`config.mk`:
```
export PLATFORM = sky130hd
export DESIGN_NAME = pipe_stage_reg_flat
export DESIGN_NICKNAME = d
export VERILOG_FILES = /design/src/rtl/pipe_stage_reg_if.sv /design/src/rtl/pipe_stage_reg.sv /design/src/flat_wrapper.sv
export SDC_FILE = /design/constraint.sdc
export NUM_CORES = 1
export LEC_CHECK = 0
export BUFFER_PORTS_ARGS = -buffer_cell sky130_fd_sc_hd__buf_2
export CORE_MARGIN = 1
export CORE_UTILIZATION = 55
export CTS_CLUSTER_SIZE = 12
export DETAILED_ROUTE_END_ITERATION = 16
export PLACE_DENSITY_LB_ADDON = 0.05
export RECOVER_POWER = 50
export SLEW_MARGIN = 20
export SYNTH_ARGS = -nofsm -noshare
export SYNTH_HDL_FRONTEND = slang
export SYNTH_SLANG_ARGS = --single-unit
```
`constraint.sdc`:
```
create_clock -name clk -period 20.6 [get_ports clk]
set_clock_uncertainty 0.1 [all_clocks]
set_input_delay 1.03 -clock clk [delete_from_list [all_inputs] [get_ports clk]]
set_output_delay 1.03 -clock clk [all_outputs]
set_load 0.01 [all_outputs]
```
`src/rtl/pipe_stage_reg_if.sv`:
```
// Valid/ready payload bundle for one side of a pipeline stage.
// The producer side uses master; the consumer side uses slave.
interface pipe_stage_reg_if #(
    parameter int CTRL_W    = 8,
    parameter int DATA_W    = 32,
    parameter int NUM_WORDS = 3,
    parameter int TAG_W     = 15
);
    logic                          valid;
    logic                          ready;
    logic [CTRL_W-1:0]             ctrl;
    logic [NUM_WORDS*DATA_W-1:0]   data;
    logic [TAG_W-1:0]              tag;

    modport master (output valid, ctrl, data, tag, input ready);
    modport slave  (input valid, ctrl, data, tag, output ready);
endinterface

```
`src/rtl/pipe_stage_reg.sv`:
```
// Handshaked pipeline register with flush, NOP bubbles, optional skid entry
// and saturating stall/bubble performance counters.
module pipe_stage_reg #(
    parameter int CTRL_W    = 8,
    parameter int DATA_W    = 32,
    parameter int NUM_WORDS = 3,
    parameter int TAG_W     = 15,
    parameter int SKID      = 1,
    parameter int CNT_W     = 16
) (
    input  logic                 clk,
    input  logic                 rst,
    input  logic                 flush,
    pipe_stage_reg_if.slave      up,
    pipe_stage_reg_if.master     dn,
    output logic [CNT_W-1:0]     stall_cnt,
    output logic [CNT_W-1:0]     bubble_cnt
);
    localparam int PW = NUM_WORDS * DATA_W;

    logic              main_v;
    logic [CTRL_W-1:0] main_ctrl;
    logic [PW-1:0]     main_data;
    logic [TAG_W-1:0]  main_tag;
    logic              accept;
    logic              consume;

    assign accept  = up.valid && up.ready;
    assign consume = main_v && dn.ready;

    if (SKID != 0) begin : g_skid
        logic              skid_v;
        logic [CTRL_W-1:0] skid_ctrl;
        logic [PW-1:0]     skid_data;
        logic [TAG_W-1:0]  skid_tag;

        // skid_v is a flop, so in_ready never sees out_ready combinationally
        assign up.ready = !skid_v;

        always_ff @(posedge clk or posedge rst) begin
            if (rst) begin
                main_v    <= 1'b0;
                main_ctrl <= '0;
                main_data <= '0;
                main_tag  <= '0;
                skid_v    <= 1'b0;
                skid_ctrl <= '0;
                skid_data <= '0;
                skid_tag  <= '0;
            end else if (flush) begin
                main_v    <= 1'b0;
                main_ctrl <= '0;
                skid_v    <= 1'b0;
                skid_ctrl <= '0;
            end else if (consume && skid_v) begin
                main_ctrl <= skid_ctrl;
                main_data <= skid_data;
                main_tag  <= skid_tag;
                skid_v    <= 1'b0;
                skid_ctrl <= '0;
            end else if (accept && main_v && !consume) begin
                skid_v    <= 1'b1;
                skid_ctrl <= up.ctrl;
                skid_data <= up.data;
                skid_tag  <= up.tag;
            end else if (accept) begin
                main_v    <= 1'b1;
                main_ctrl <= up.ctrl;
                main_data <= up.data;
                main_tag  <= up.tag;
            end else if (consume) begin
                main_v    <= 1'b0;
                main_ctrl <= '0;
            end
        end
    end else begin : g_single
        assign up.ready = !main_v || dn.ready;

        always_ff @(posedge clk or posedge rst) begin
            if (rst) begin
                main_v    <= 1'b0;
                main_ctrl <= '0;
                main_data <= '0;
                main_tag  <= '0;
            end else if (flush) begin
                main_v    <= 1'b0;
                main_ctrl <= '0;
            end else if (accept) begin
                main_v    <= 1'b1;
                main_ctrl <= up.ctrl;
                main_data <= up.data;
                main_tag  <= up.tag;
            end else if (consume) begin
                main_v    <= 1'b0;
                main_ctrl <= '0;
            end
        end
    end

    assign dn.valid = main_v;
    assign dn.ctrl  = main_v ? main_ctrl : '0;
    assign dn.data  = main_data;
    assign dn.tag   = main_tag;

    always_ff @(posedge clk or posedge rst) begin
        if (rst) begin
            stall_cnt  <= '0;
            bubble_cnt <= '0;
        end else begin
            if (main_v && !dn.ready && stall_cnt != '1)
                stall_cnt <= stall_cnt + 1'b1;
            if (!main_v && bubble_cnt != '1)
                bubble_cnt <= bubble_cnt + 1'b1;
        end
    end
endmodule

```
`src/flat_wrapper.sv`:
```
// flat-port wrapper written by rule: the top's interface ports become plain ports
module pipe_stage_reg_flat 
#(
    parameter int CTRL_W    = 8,
    parameter int DATA_W    = 32,
    parameter int NUM_WORDS = 3,
    parameter int TAG_W     = 15,
    parameter int SKID      = 1,
    parameter int CNT_W     = 16
)
  (clk, rst, flush, stall_cnt, bubble_cnt, up_valid, up_ctrl, up_data, up_tag, up_ready, dn_valid, dn_ctrl, dn_data, dn_tag, dn_ready);
  pipe_stage_reg_if #(.CTRL_W(CTRL_W), .DATA_W(DATA_W), .NUM_WORDS(NUM_WORDS), .TAG_W(TAG_W)) up_i ();
  pipe_stage_reg_if #(.CTRL_W(CTRL_W), .DATA_W(DATA_W), .NUM_WORDS(NUM_WORDS), .TAG_W(TAG_W)) dn_i ();
  input  logic clk;
  input  logic rst;
  input  logic flush;
  output logic [CNT_W-1:0] stall_cnt;
  output logic [CNT_W-1:0] bubble_cnt;
  input wire logic [$bits(up_i.valid)-1:0] up_valid;
  input wire logic [$bits(up_i.ctrl)-1:0] up_ctrl;
  input wire logic [$bits(up_i.data)-1:0] up_data;
  input wire logic [$bits(up_i.tag)-1:0] up_tag;
  output wire logic [$bits(up_i.ready)-1:0] up_ready;
  output wire logic [$bits(dn_i.valid)-1:0] dn_valid;
  output wire logic [$bits(dn_i.ctrl)-1:0] dn_ctrl;
  output wire logic [$bits(dn_i.data)-1:0] dn_data;
  output wire logic [$bits(dn_i.tag)-1:0] dn_tag;
  input wire logic [$bits(dn_i.ready)-1:0] dn_ready;
  assign up_i.valid = up_valid;
  assign up_i.ctrl = up_ctrl;
  assign up_i.data = up_data;
  assign up_i.tag = up_tag;
  assign up_ready = up_i.ready;
  assign dn_valid = dn_i.valid;
  assign dn_ctrl = dn_i.ctrl;
  assign dn_data = dn_i.data;
  assign dn_tag = dn_i.tag;
  assign dn_i.ready = dn_ready;
  pipe_stage_reg #(.CTRL_W(CTRL_W), .DATA_W(DATA_W), .NUM_WORDS(NUM_WORDS), .TAG_W(TAG_W), .SKID(SKID), .CNT_W(CNT_W)) u_core (.clk(clk), .rst(rst), .flush(flush), .up(up_i), .dn(dn_i), .stall_cnt(stall_cnt), .bubble_cnt(bubble_cnt));
endmodule
```
### Word level (Yosys, flattened, before mapping)

Cells that the tools add are included.

* register bits: 272
* input bits: 124
* word-level logic and storage cells: 63
* output and inout bits: 153

* mux-type cells: 23
* reduce and logical (&&, ||, !) cells: 20
* bitwise logic cells: 2
* equal/unequal tests: 6
* add/subtract/negate cells: 2

Operators by type and width (count)
* $mux W96: 3
* $mux W8: 9
* $mux W15: 3
* $add A16 B1 Y16 const B: 2
* $ne A16 B16 Y1 const B: 2
* $reduce_and A3 Y1: 3
* $logic_and A1 B1 Y1: 8
* $mux W1: 8
* $reduce_bool A3 Y1: 2
* $logic_not A1 Y1: 4
* $ne A2 B2 Y1 const B: 2
* $reduce_bool A4 Y1: 1
* $ne A3 B2 Y1 const B: 1
* $ne A2 B1 Y1 const B: 1
* $not A1 Y1: 2
* $reduce_and A2 Y1: 1
* $reduce_bool A2 Y1: 1

### Longest topological paths before layout

Gate-level depths: netlist of the first run.

* word-level depth: 7
* depth in mapped cells: 8
* depth with buffers taken out: 5

### Least setup slack after synthesis of the first run

OpenSTA, ideal clock, no wires.

* kind: input-to-reg
* start point: input up_valid
* end point: register u_core.g_skid.skid_data[0]
* path buffers: 2
* library setup time: 0.125 ns
* arrival: 2.135 ns
* stages on the path: 5
* data required time: 20.375 ns
* setup slack: 18.240 ns
* cell sequence: nand2b_1 nor4_1 buf_2 buf_4 mux2_2

* word-level cells in the longest chain between the ends: 4

Ends and longest elaborated chain
* from (decl): RTL line flat_wrapper.sv:19 `input wire logic [$bits(up_i.valid)-1:0] up_valid;`
* $logic_and A1 B1 Y1: RTL line pipe_stage_reg.sv:28 `assign accept = up.valid && up.ready;`
* $logic_and A1 B1 Y1 (2 in series): RTL line pipe_stage_reg.sv:61 `end else if (accept && main_v && !consume) begin`
* $reduce_and A3 Y1 (no line)
* to (signal assigned): RTL line pipe_stage_reg.sv:64 `skid_data <= up.data;`
* to (decl): RTL line pipe_stage_reg.sv:34 `logic [PW-1:0] skid_data;`

Every way passes these cells.
A chain may end at the register's enable or synchronous reset.

==> summary.md, run 1 <==
| Metric | Value |
|---|---|
| Vias in the first global route | `8,414` |
| P per Cell Area | `106.9 nW/um^2` |
| Fin. Hold Viols | `0` |
| Final setup violation count | `0` |
| Required @ worst endpoint | `20,350 ps` |
| Die Area | `21,520 um^2` |
| Failing checks | `capacitance limit, slew limit` |
| Largest net degree at the start of global routing | `133` |
| Clk slew on worst S/H paths | `60 ps` |
| Crit path time final | `7240 ps` |
| DRT iter0 DRCs | `434` |
| Async S/R FF share, synth | `100.0%` |
| Final setup TNS | `0 ps` |
| Gates resized, CTS repair | `0` |
| Setup crit end | `u_core.g_skid.skid_data[24]` |
| TritonCTS clock tree | `yes` |
| Crit path from | `rst` |
| CP startpoint kind | `input pin` |
| Placed wire-length estimate | `16,750 um` |
| Routed len/inst | `16.55 um` |
| CP Capture Type | `async pin` |
| Register area share after synthesis | `59.12%` |
| Initial antenna violation count | `7` |
| ANT nets after route | `0` |
| Seq cells post-synth | `272` |
| Worst slew margin relative to its limit | `-287.2%` |
| Max cap viols | `2` |
| Leakage power | `6.085 nW` |
| Status | `complete, but fails checks` |
| Gr usage total | `25.10%` |
| Clock latency on the worst-skew pair | `520 ps` |
| Pre-antenna DRT Iters | `4` |
| Vias | `8,759` |
| Final wirelength | `26,790 um` |
| Residual DRC | `0` |
| Core ar. | `20,360 um^2` |
| Syn nets | `1,202` |
| Main synth FF type | `dfrtp_1` |
| CTS HTree Levels | `1` |
| EDFF count, synth | `0` |
| Pins Over Slew Limit | `200` |
| Port Buffer Count | `276` |
| Post-Syn Area | `11,510 um^2` |
| Global-route wire length before repair | `43,500 um` |
| Reg2reg path depth | `5` |
| Reg2reg setup slack | `17,180 ps` |
| Peak VDD IR | `81.44 uV` |
| Die height | `146.7 um` |
| Root buffer cell | `clkbuf_16` |
| Least-Margin Pin Slew | `5776 ps` |
| Cts bufs inserted | `29` |
| RSZ-0062 raised after global routing | `no` |
| WHS | `400.4 ps` |
| Overall power | `1.462 mW` |
| Kind of critical path | `in2async` |
| R2R Path End | `u_core.dn.data[12]` |
| Synthesized area per cell | `10.70 um^2` |
| FMAX | `138.1 MHz` |
| IO Pins | `277` |
| DP Area | `12,990 um^2` |
| Post-synth cell types | `40` |
| Layout cells sized above 1 | `22.58%` |
| Setup bufs post-CTS | `0` |
| Die span in x | `146.7 um` |
| Total gr overflow | `0` |
| Hold-fix buffers at CTS | `0` |
| HP Class | `reg2reg` |
| Synth warn | `0` |
| Initial Utilization | `56.54%` |
| FF-to-FF Start | `u_core.dn.valid` |
| Routability cong. | `0.7870` |
| Synthesized instance count | `1,076` |
| Clock Tree Buf Depth | `3` |
| Critical Path AT | `6990 ps` |
| Vias per cell | `5.413` |
| Final nets | `1,450` |
| Final Cell Area | `13,670 um^2` |
| Sink Count | `272` |
| Rows | `52` |
| Final core occ | `67.15%` |
| Critical path peak fanout | `132` |
| Final clock period utilization by the worst path | `35.14%` |
| Area growth, synth to finish | `18.77%` |
-- cell usage in the layout, fill, tap and decap left out, types with 2 or more instances in the layout --
cell / count
dfrtp_1: 272
nand2_1: 241
clkbuf_1: 154
buf_2: 132
nor2_1: 130
mux2_2: 117
a31oi_1: 111
clkbuf_16: 29
xor2_1: 15
a21oi_1: 14
nor2b_1: 10
and2_1: 9
nand4_1: 9
a22o_1: 8
nand3_1: 8
nor3_1: 8
a22oi_1: 8
buf_4: 8
xnor2_1: 7
diode_2: 6
clkbuf_8: 6
o21ai_0: 5
and3_1: 5
nor4_1: 4
clkinv_2: 4
inv_1: 3
and4_1: 3
nor4b_1: 2
ha_1: 2
-- worst min path at each step --
stage,from,end,slack (ps),depth (start not counted)
finish,u_core.stall_cnt[11],u_core.stall_cnt[11],400,1
global route,u_core.stall_cnt[11],u_core.stall_cnt[11],410,1
CTS,u_core.stall_cnt[11],u_core.stall_cnt[11],400,1
detailed placement,u_core.stall_cnt[11],u_core.stall_cnt[11],380,1
global placement,u_core.stall_cnt[11],u_core.stall_cnt[11],380,1
floorplan,u_core.g_skid.skid_data[10],u_core.g_skid.skid_data[10],380,1
-- area by class of cell --
type                       count  area (um^2)
antenna                        6        15.01
multi-input combinational    732         4363
timing repair buffer         285         1265
sequential                   272         6807
clock inverter                 5        28.78
inverter                       4        16.27
fill                        1691         6690
clock buffer                  44        842.1
tap                          270        337.8
-- sequential cells by signal, indices dropped and copies added (netlist names) --
name	count
u_core.bubble_cnt	16
u_core.main_ctrl	8
u_core.dn.data	96
u_core.stall_cnt	16
u_core.dn.valid	1
u_core.dn.tag	15
u_core.g_skid.skid_v	1
u_core.g_skid.skid_data	96
u_core.g_skid.skid_tag	15
u_core.g_skid.skid_ctrl	8
-- cell families (layout without fill, tap and decap cells) --
family | count (synthesis) | count (layout) | share of synthesized area [%]
AND/OR/NAND/NOR | 438 | 438 | 15.76
flip-flops | 272 | 272 | 59.12
AO/OA/AOI/OAI | 152 | 152 | 8.542
multiplexers | 118 | 118 | 11.54
buffers and inverters | 72 | 338 | 3.152
XOR/XNOR | 22 | 22 | 1.674
adder cells (fa/ha/maj) | 2 | 2 | 0.2173
other | 0 | 6 | 0
-- cell usage after synthesis, drive strengths merged, types with 7 or more instances --
library cell  instances  share of area [%]
a21oi                14               0.61
a22o                  8               0.61
a22oi                 8               0.52
a31oi               111                6.0
and2                  9               0.49
buf                  36                2.0
clkbuf               32                1.0
dfrtp               272                 59
mux2                118                 12
nand2               241                7.9
nand3                 9               0.39
nand4                 9               0.49
nor2                131                4.3
nor2b                10               0.54
nor3                  8               0.35
xnor2                 7               0.53
xor2                 15                1.1
-- per-layer routing --
layer | routed length [um] | global-route usage, %
met3 | 2067 | 6.750
met5 | 12 | 0
met4 | 762 | 9.115
met1 | 11370 | 33.21
met2 | 12580 | 39.88
-- power by group --
group	internal, mW	switching, mW
logic	0.119	0.135
registers	0.653	0.0745
clock network	0.279	0.202
-- worst max-delay path, cell delays in order --
cell	delay (ps)
buf_2	100
clkinvlp_2	3160
clkbuf_1	2600
-- stage by stage --
step	cells	worst slack, ps
2_1_floorplan	1076	11970
3_5_place_dp	1563	16830
5_1_grt	1617	11870
4_1_cts	1612	17260
3_3_place_gp	1563	16940
6_report	1618	13360
Note: power is estimated with default switching activity, not from simulation.
==> run 2: changes to the inputs <==
Settings changed: CORE_UTILIZATION 55 to 54.
Clock period 20.6 ns to 7 ns, I/O delays scaled along.
==> summary.md, run 2 (synthesis gave the netlist of run 1 again) <==
| Metric | Value |
|---|---|
| Sw Pwr | `1.221 mW (+200%)` |
| Routability cong. | `0.7927 (+0.72%)` |
| Met3 Wirelength | `1874 um (-9.3%)` |
| Clock latency on the worst-skew pair | `530 ps (about the same)` |
| Initial antenna violation count | `0 (-7)` |
| CP peak stage delay | `2180 ps (-980 ps)` |
| Pre-antenna DRT Iters | `5 (+1)` |
| Largest net degree at the start of global routing | `98 (-26%)` |
| Least-Margin Pin Slew | `3114 ps (-2663 ps)` |
| Global-route wire length before repair | `44,280 um (+1.8%)` |
| CP Capture Type | `async pin` |
| Vias in the first global route | `8,844 (+5.1%)` |
| Critical Path AT | `4360 ps (-2630 ps)` |
| Gates resized, CTS repair | `0 (unchanged)` |
| Die span in x | `148.0 um (+0.91%)` |
| Switching share of total power | `28.28% (+0.13 points)` |
| Filler cell count | `1,662 (-1.7%)` |
| CP most frequent cell | `clkbuf_1` |
| P per Cell Area | `291.2 nW/um^2 (+170%)` |
| Gr usage total | `24.96% (-0.14 points)` |
| CP top delay family | `buffers and inverters` |
| Fin. Hold Viols | `0 (unchanged)` |
| Clock Tree Buf Depth | `3 (unchanged)` |
| Residual DRC | `0 (unchanged)` |
| DP Area | `13,010 um^2 (+0.19%)` |
| DRT iter0 DRCs | `448 (+3.2%)` |
| Max cap viols | `2 (unchanged)` |
| FMAX | `253.3 MHz` |
| Vias | `9,151 (+4.5%)` |
| Die height | `148.0 um (+0.91%)` |
| Total gr overflow | `0 (unchanged)` |
| Met1 WL | `11,620 um (+2.2%)` |
| Sink Count | `272 (unchanged)` |
| ANT nets after route | `0 (unchanged)` |
| Final nets | `1,574 (+8.6%)` |
| Leading cell type in the layout, fill and taps excluded | `dfrtp_1` |
| Critical-path cell list | `dlygate4sd3_1 -> clkbuf_1 -> clkinvlp_4 -> clkbuf_1 -> buf_4` |
| Setup bufs post-CTS | `0 (unchanged)` |
| Logic pwr share | `18.7% (+1.3 points)` |
| Cts bufs inserted | `29 (unchanged)` |
| Worst slew margin relative to its limit | `-107.6% (+180 points)` |
| Die Area | `21,910 um^2 (+1.8%)` |
| DR top layer | `met4` |
| IO Pins | `277 (unchanged)` |
| Pins Over Slew Limit | `109 (-46%)` |
| Kind of critical path | `in2async` |
| Clock share of power | `31.9% (-1.0 points)` |
| TritonCTS clock tree | `yes` |
| Rows | `53 (+1.9%)` |
| WL met2 | `13,260 um (+5.4%)` |
| Required @ worst endpoint | `7410 ps (-12,940 ps)` |
| Root buffer cell | `clkbuf_16` |
| Crit path time final | `3948 ps` |
| Area growth, synth to finish | `28.77%` |
| Final clock period utilization by the worst path | `56.40%` |
| Final Cell Area | `14,830 um^2 (+8.4%)` |
| Final setup TNS | `0 ps (unchanged)` |
| Leakage power | `6.538 nW (+7.4%)` |
| Core ar. | `20,960 um^2 (+2.9%)` |
| Slowest cell on crit path | `clkbuf_1` |
| Int Pwr | `3.097 mW (+190%)` |
| Commonest non-fill, non-tap cells in the layout | `dfrtp_1, nand2_1, clkbuf_1, nor2_1, buf_2` |
| HP Class | `in2reg` |
| Layout cells sized above 1 | `19.85% (-2.7 points)` |
| Peak VDD IR | `226.5 uV (+180%)` |
| Final wirelength | `27,440 um (+2.5%)` |
| Final setup violation count | `0 (unchanged)` |
| # diodes | `0 (-6)` |
| Initial Utilization | `54.94% (-1.6 points)` |
| Placed wire-length estimate | `16,560 um (-1.1%)` |
| Buffers & Inverters on Critical Path | `5 (+2)` |
| Overall power | `4.318 mW (+200%)` |
| Critical path peak fanout | `75 (-43%)` |
| CTS HTree Levels | `1 (unchanged)` |
| Routed len/inst | `15.81 um (-4.5%)` |
| Clk slew on worst S/H paths | `60 ps (about the same)` |
| Status | `complete, but fails checks` |
| WHS | `111.0 ps (-289.5 ps)` |
| Port Buffer Count | `276 (unchanged)` |
| Failing checks | `capacitance limit, slew limit` |
| Flop pwr share | `49.5% (-0.3 points)` |
| CP startpoint kind | `input pin` |
| RSZ-0062 raised after global routing | `no` |
| Vias per cell | `5.271 (-2.6%)` |
## run 2: metrics by stage
stage	utilization, %	instances	setup slack, ps
after global placement	62.09	1571	3749
final	70.75	1736	3052
after floorplan	-	1076	2955
after global routing	70.75	1736	2313
after CTS	71.78	1736	3616
after detailed placement	62.09	1571	3639
## run 2: power by group through the flow
| stage | Sequential (mW) | Clock (mW) | Combinational (mW) |
|---|---|---|---|
| final | 2.14 | 1.38 | 0.806 |
| after global routing | 2.18 | 1.45 | 0.895 |
| after CTS | 2.13 | 1.40 | 0.858 |
| after floorplan | 2.20 | 0 | 0.430 |
| after global placement | 2.14 | 0 | 0.781 |
| after detailed placement | 2.15 | 0 | 0.801 |
## run 2: final timing paths
check / slack (ps) / to / start / depth (start not counted)
min in group asynchronous: 1470 / u_core.g_skid.skid_tag[4] / rst / 4
hold reg to reg: 400 / u_core.g_skid.skid_data[5] / u_core.g_skid.skid_data[5] / 1
setup reg to reg: 3480 / u_core.main_ctrl[1] / u_core.dn.valid / 5
setup / recovery: 3050 / u_core.g_skid.skid_ctrl[1] / rst / 5
max in group clk: 3480 / u_core.main_ctrl[1] / u_core.dn.valid / 5
hold / removal: 110 / u_core.dn.valid / flush / 2
## run 2: cell type report
| type | instances | area (um^2) | area share [%] |
|---|---|---|---|
| multi-input combinational | 732 | 4352 | 29.35 |
| inverter | 4 | 18.77 | 0.1266 |
| clock buffer | 42 | 804.5 | 5.427 |
| clock inverter | 2 | 13.76 | 0.09283 |
| tap | 275 | 344.1 | 2.321 |
| sequential | 272 | 6807 | 45.91 |
| timing repair buffer | 409 | 2486 | 16.77 |
## run 2: worst reg2reg max path: stages, from the launching register on
cell and delay [ps]:
dfrtp_1 710, inv_1 260, nor2_1 200, clkbuf_1 1700, a22oi_1 250, a21oi_1 230
## run 2: metal layers
layer | track usage (%) | up-vias
met3 | 5.679 | 51
met4 | 7.784 | 0
met2 | 41.90 | 256
met1 | 32.19 | 4409
li1 | - | 4435
met5 | 0 | -
## run 2: repair_timing
action,in CTS,in global routing
endpoints found under the hold margin,285,0
hold buffers,121,0
endpoints found under the setup margin,0,0
==> run 3: changes to the inputs <==
Settings changed: ABC_AREA set to 1, CORE_UTILIZATION 54 to 49.
Clock period 7 ns to 3.2 ns, I/O delays scaled along.
==> summary.md, run 3 <==
| Metric | Value |
|---|---|
| Layout cells sized above 1 | `17.94% (-1.9 points)` |
| Multiplexer area fraction after synthesis | `0% (-12 points)` |
| EDFF count, synth | `0 (unchanged)` |
| Slowest cell on crit path | `dlygate4sd3_1` |
| Initial antenna violation count | `1 (+1)` |
| Port Buffer Count | `276 (unchanged)` |
| Compound-Gate Fraction of Synth Area | `11.57% (+3.0 points)` |
| Simple-gate share of the synthesized area | `26.48% (+11 points)` |
| Final clock period utilization by the worst path | `83.00%` |
| Routed len/inst | `14.53 um (-8.1%)` |
| Gr usage total | `25.26% (+0.30 points)` |
| Core ar. | `24,460 um^2 (+17%)` |
| Final setup TNS | `0 ps (unchanged)` |
| Synthesized area per cell | `8.185 um^2 (-24%)` |
| P per Cell Area | `605.0 nW/um^2 (+110%)` |
| Critical-path cell list | `inv_2 -> nand2_1 -> inv_2 -> nand2_1 -> nor2_4 -> inv_4 -> o21ai_0 -> dlygate4sd3_1` |
| Commonest non-fill, non-tap cells in the layout | `nand2_1, dfrtp_1, buf_2, o21ai_0, dlygate4sd3_1` |
| Crit path time final | `2656 ps` |
| Main synth FF type | `dfrtp_1` |
| Status | `complete, but fails checks` |
| # placed instances | `2,039 (+30%)` |
| Required @ worst endpoint | `3520 ps (-3890 ps)` |
| Max cap viols | `1 (-1)` |
| Synth warn | `0 (unchanged)` |
| Least-Margin Pin Slew | `1847 ps (-1266 ps)` |
| Peak VDD IR | `533.5 uV (+140%)` |
| Cts bufs inserted | `30 (+3.4%)` |
| Leading cell type in the layout, fill and taps excluded | `nand2_1` |
| Clk slew on worst S/H paths | `60 ps (about the same)` |
| Pre-antenna DRT Iters | `7 (+2)` |
| Post-synthesis adder-cell area fraction | `0.2037% (-0.014 points)` |
| RSZ-0062 raised after global routing | `no` |
| Initial Utilization | `50.22% (-4.7 points)` |
| Largest net degree at the start of global routing | `146 (+49%)` |
| Largest family of logic cells by synthesized area | `simple AND/OR/NAND/NOR gates` |
| FF-to-FF Start | `u_core.g_skid.skid_v` |
| Post-synth top area share | `55.40% (-3.7 points)` |
| Rows | `57 (+7.5%)` |
| Failing checks | `capacitance limit, slew limit` |
| ANT nets after route | `0 (unchanged)` |
| Final core occ | `65.58% (-5.2 points)` |
| Most frequent cell after synthesis | `nand2_1` |
| FMAX | `376.5 MHz` |
| TritonCTS clock tree | `yes` |
| Routability cong. | `0.8372 (+5.6%)` |
| Kind of critical path | `reg2reg` |
| Leakage power | `8.267 nW (+26%)` |
| Synthesized instance count | `1,501 (+39%)` |
| Vias | `10,970 (+20%)` |
| Area growth, synth to finish | `30.58%` |
| Final wirelength | `32,340 um (+18%)` |
| Final setup violation count | `0 (unchanged)` |
| Die Area | `25,710 um^2 (+17%)` |
| Reg2reg setup slack | `540 ps (-2940 ps)` |
| Global-route wire length before repair | `53,280 um (+20%)` |
| Buffers & Inverters on Critical Path | `4 (-1)` |
| Vias in the first global route | `10,580 (+20%)` |
| CP peak stage delay | `620 ps (-1560 ps)` |
| Synth cell count leaders | `nand2_1, dfrtp_1, o21ai_0` |
| CP Capture Type | `flop` |
| Layout Cells excl Fill | `2,226 (+28%)` |
| Register area share after synthesis | `55.40% (-3.7 points)` |
| Critical path peak fanout | `89 (+19%)` |
| Syn nets | `1,627 (+35%)` |
| CP startpoint kind | `flop` |
| Die height | `160.3 um (+8.3%)` |
| Total gr overflow | `0 (unchanged)` |
| Post-Syn Area | `12,290 um^2 (+6.7%)` |
| Post-synthesis xor/xnor area fraction | `0.5703% (-1.1 points)` |
| Vias per cell | `4.929 (-6.5%)` |
| CP top delay family | `buffers and inverters` |
| Post-synth cell types | `26 (-35%)` |
| IO Pins | `277 (unchanged)` |
| Sink Count | `272 (unchanged)` |
| Clock latency on the worst-skew pair | `540 ps (about the same)` |
| Die span in x | `160.3 um (+8.3%)` |
| Critical Path AT | `2970 ps (-1390 ps)` |
| CTS HTree Levels | `1 (unchanged)` |
| WHS | `104.2 ps (-6.746 ps)` |
| Residual DRC | `0 (unchanged)` |
| Largest area contributor in the netlist | `dfrtp_1` |
| Fin. Hold Viols | `0 (unchanged)` |
| Async S/R FF share, synth | `100.0% (unchanged)` |
| Clock Tree Buf Depth | `3 (unchanged)` |
| Pins Over Slew Limit | `34 (-69%)` |
| Seq cells post-synth | `272 (unchanged)` |
| Crit path from | `u_core.g_skid.skid_v` |
| Root buffer cell | `clkbuf_16` |
| Final nets | `2,004 (+27%)` |
| DRT iter0 DRCs | `778 (+74%)` |
| HP Class | `in2async` |
| Synth area leaders | `dfrtp_1, nand2_1, o21ai_0` |
| Worst slew margin relative to its limit | `-23.17% (+84 points)` |
| Placed wire-length estimate | `19,720 um (+19%)` |
| Overall power | `9.706 mW (+120%)` |
-- run 3: changes by cell type in the layout (fill, tap and decap cells not counted), moves of 12 or more --
cell	previous run	this run
a21oi_1	14	1
inv_1	3	75
buf_2	125	177
nand2_1	241	598
a31oi_1	111	0
o21ai_1	1	103
nand3_1	8	34
xor2_1	15	3
or2_2	0	86
mux2_2	117	0
nor2_1	131	42
clkbuf_1	163	111
o21ai_0	5	165
-- run 3: final cells by class --
type,instances,area (um^2)
multi-input cells,1068,4788
flip-flops and latches,272,6807
repair buffers,424,2736
fillers,2162,8419
well taps,324,405.4
inverters,82,314.1
clock buffers,47,895.9
diodes,1,2.502
clock inverters,8,93.84
-- run 3: cells by family after synthesis --
logic type	Yosys count
buf+inv	161
xor+xnor	8
compound gates	277
flops	272
fa+ha+maj	2
simple gates	781
-- run 3: where the power goes --
group / switching, mW / leakage (nW) / internal (mW)
Combinational: 0.974 / 4.32 / 0.707
Sequential: 0.428 / 3.46 / 4.13
Clock: 1.39 / 0.489 / 2.07
-- run 3: worst paths after layout --
check / end / cells after the start
worst max-delay path: u_core.g_skid.skid_ctrl[2] / 8
worst min-delay path: u_core.dn.data[86] / 3
min in group clk: u_core.g_skid.skid_v / 6
worst max register to register: u_core.g_skid.skid_ctrl[2] / 8
max in group asynchronous: u_core.bubble_cnt[9] / 4
worst min register to register: u_core.g_skid.skid_data[63] / 2
-- run 3: through the flow --
step                      area, um^2  worst slack, ps
after floorplan                12290           -655.4
after global placement         13900            875.9
after detailed placement       13900            742.7
after CTS                      16200            585.2
after global routing           16040            286.7
final                          16040            544.0
-- run 3: repair_timing --
action,4_1_cts,5_1_grt
hold endpoints to repair,440,0
setup buffers,0,0
hold buffers,131,0
resized for setup,0,0
-- run 3: worst min-delay path, cell delays in order --
cell and delay [ps]:
dlygate4sd3_1 540, clkbuf_1 100, clkinvlp_2 400
-- run 3: per-layer routing --
metal  track usage, %  wire (um)
met5                0          0
met4            7.316        872
met3            5.372       2152
met2            40.99      14980
met1            34.26      14330
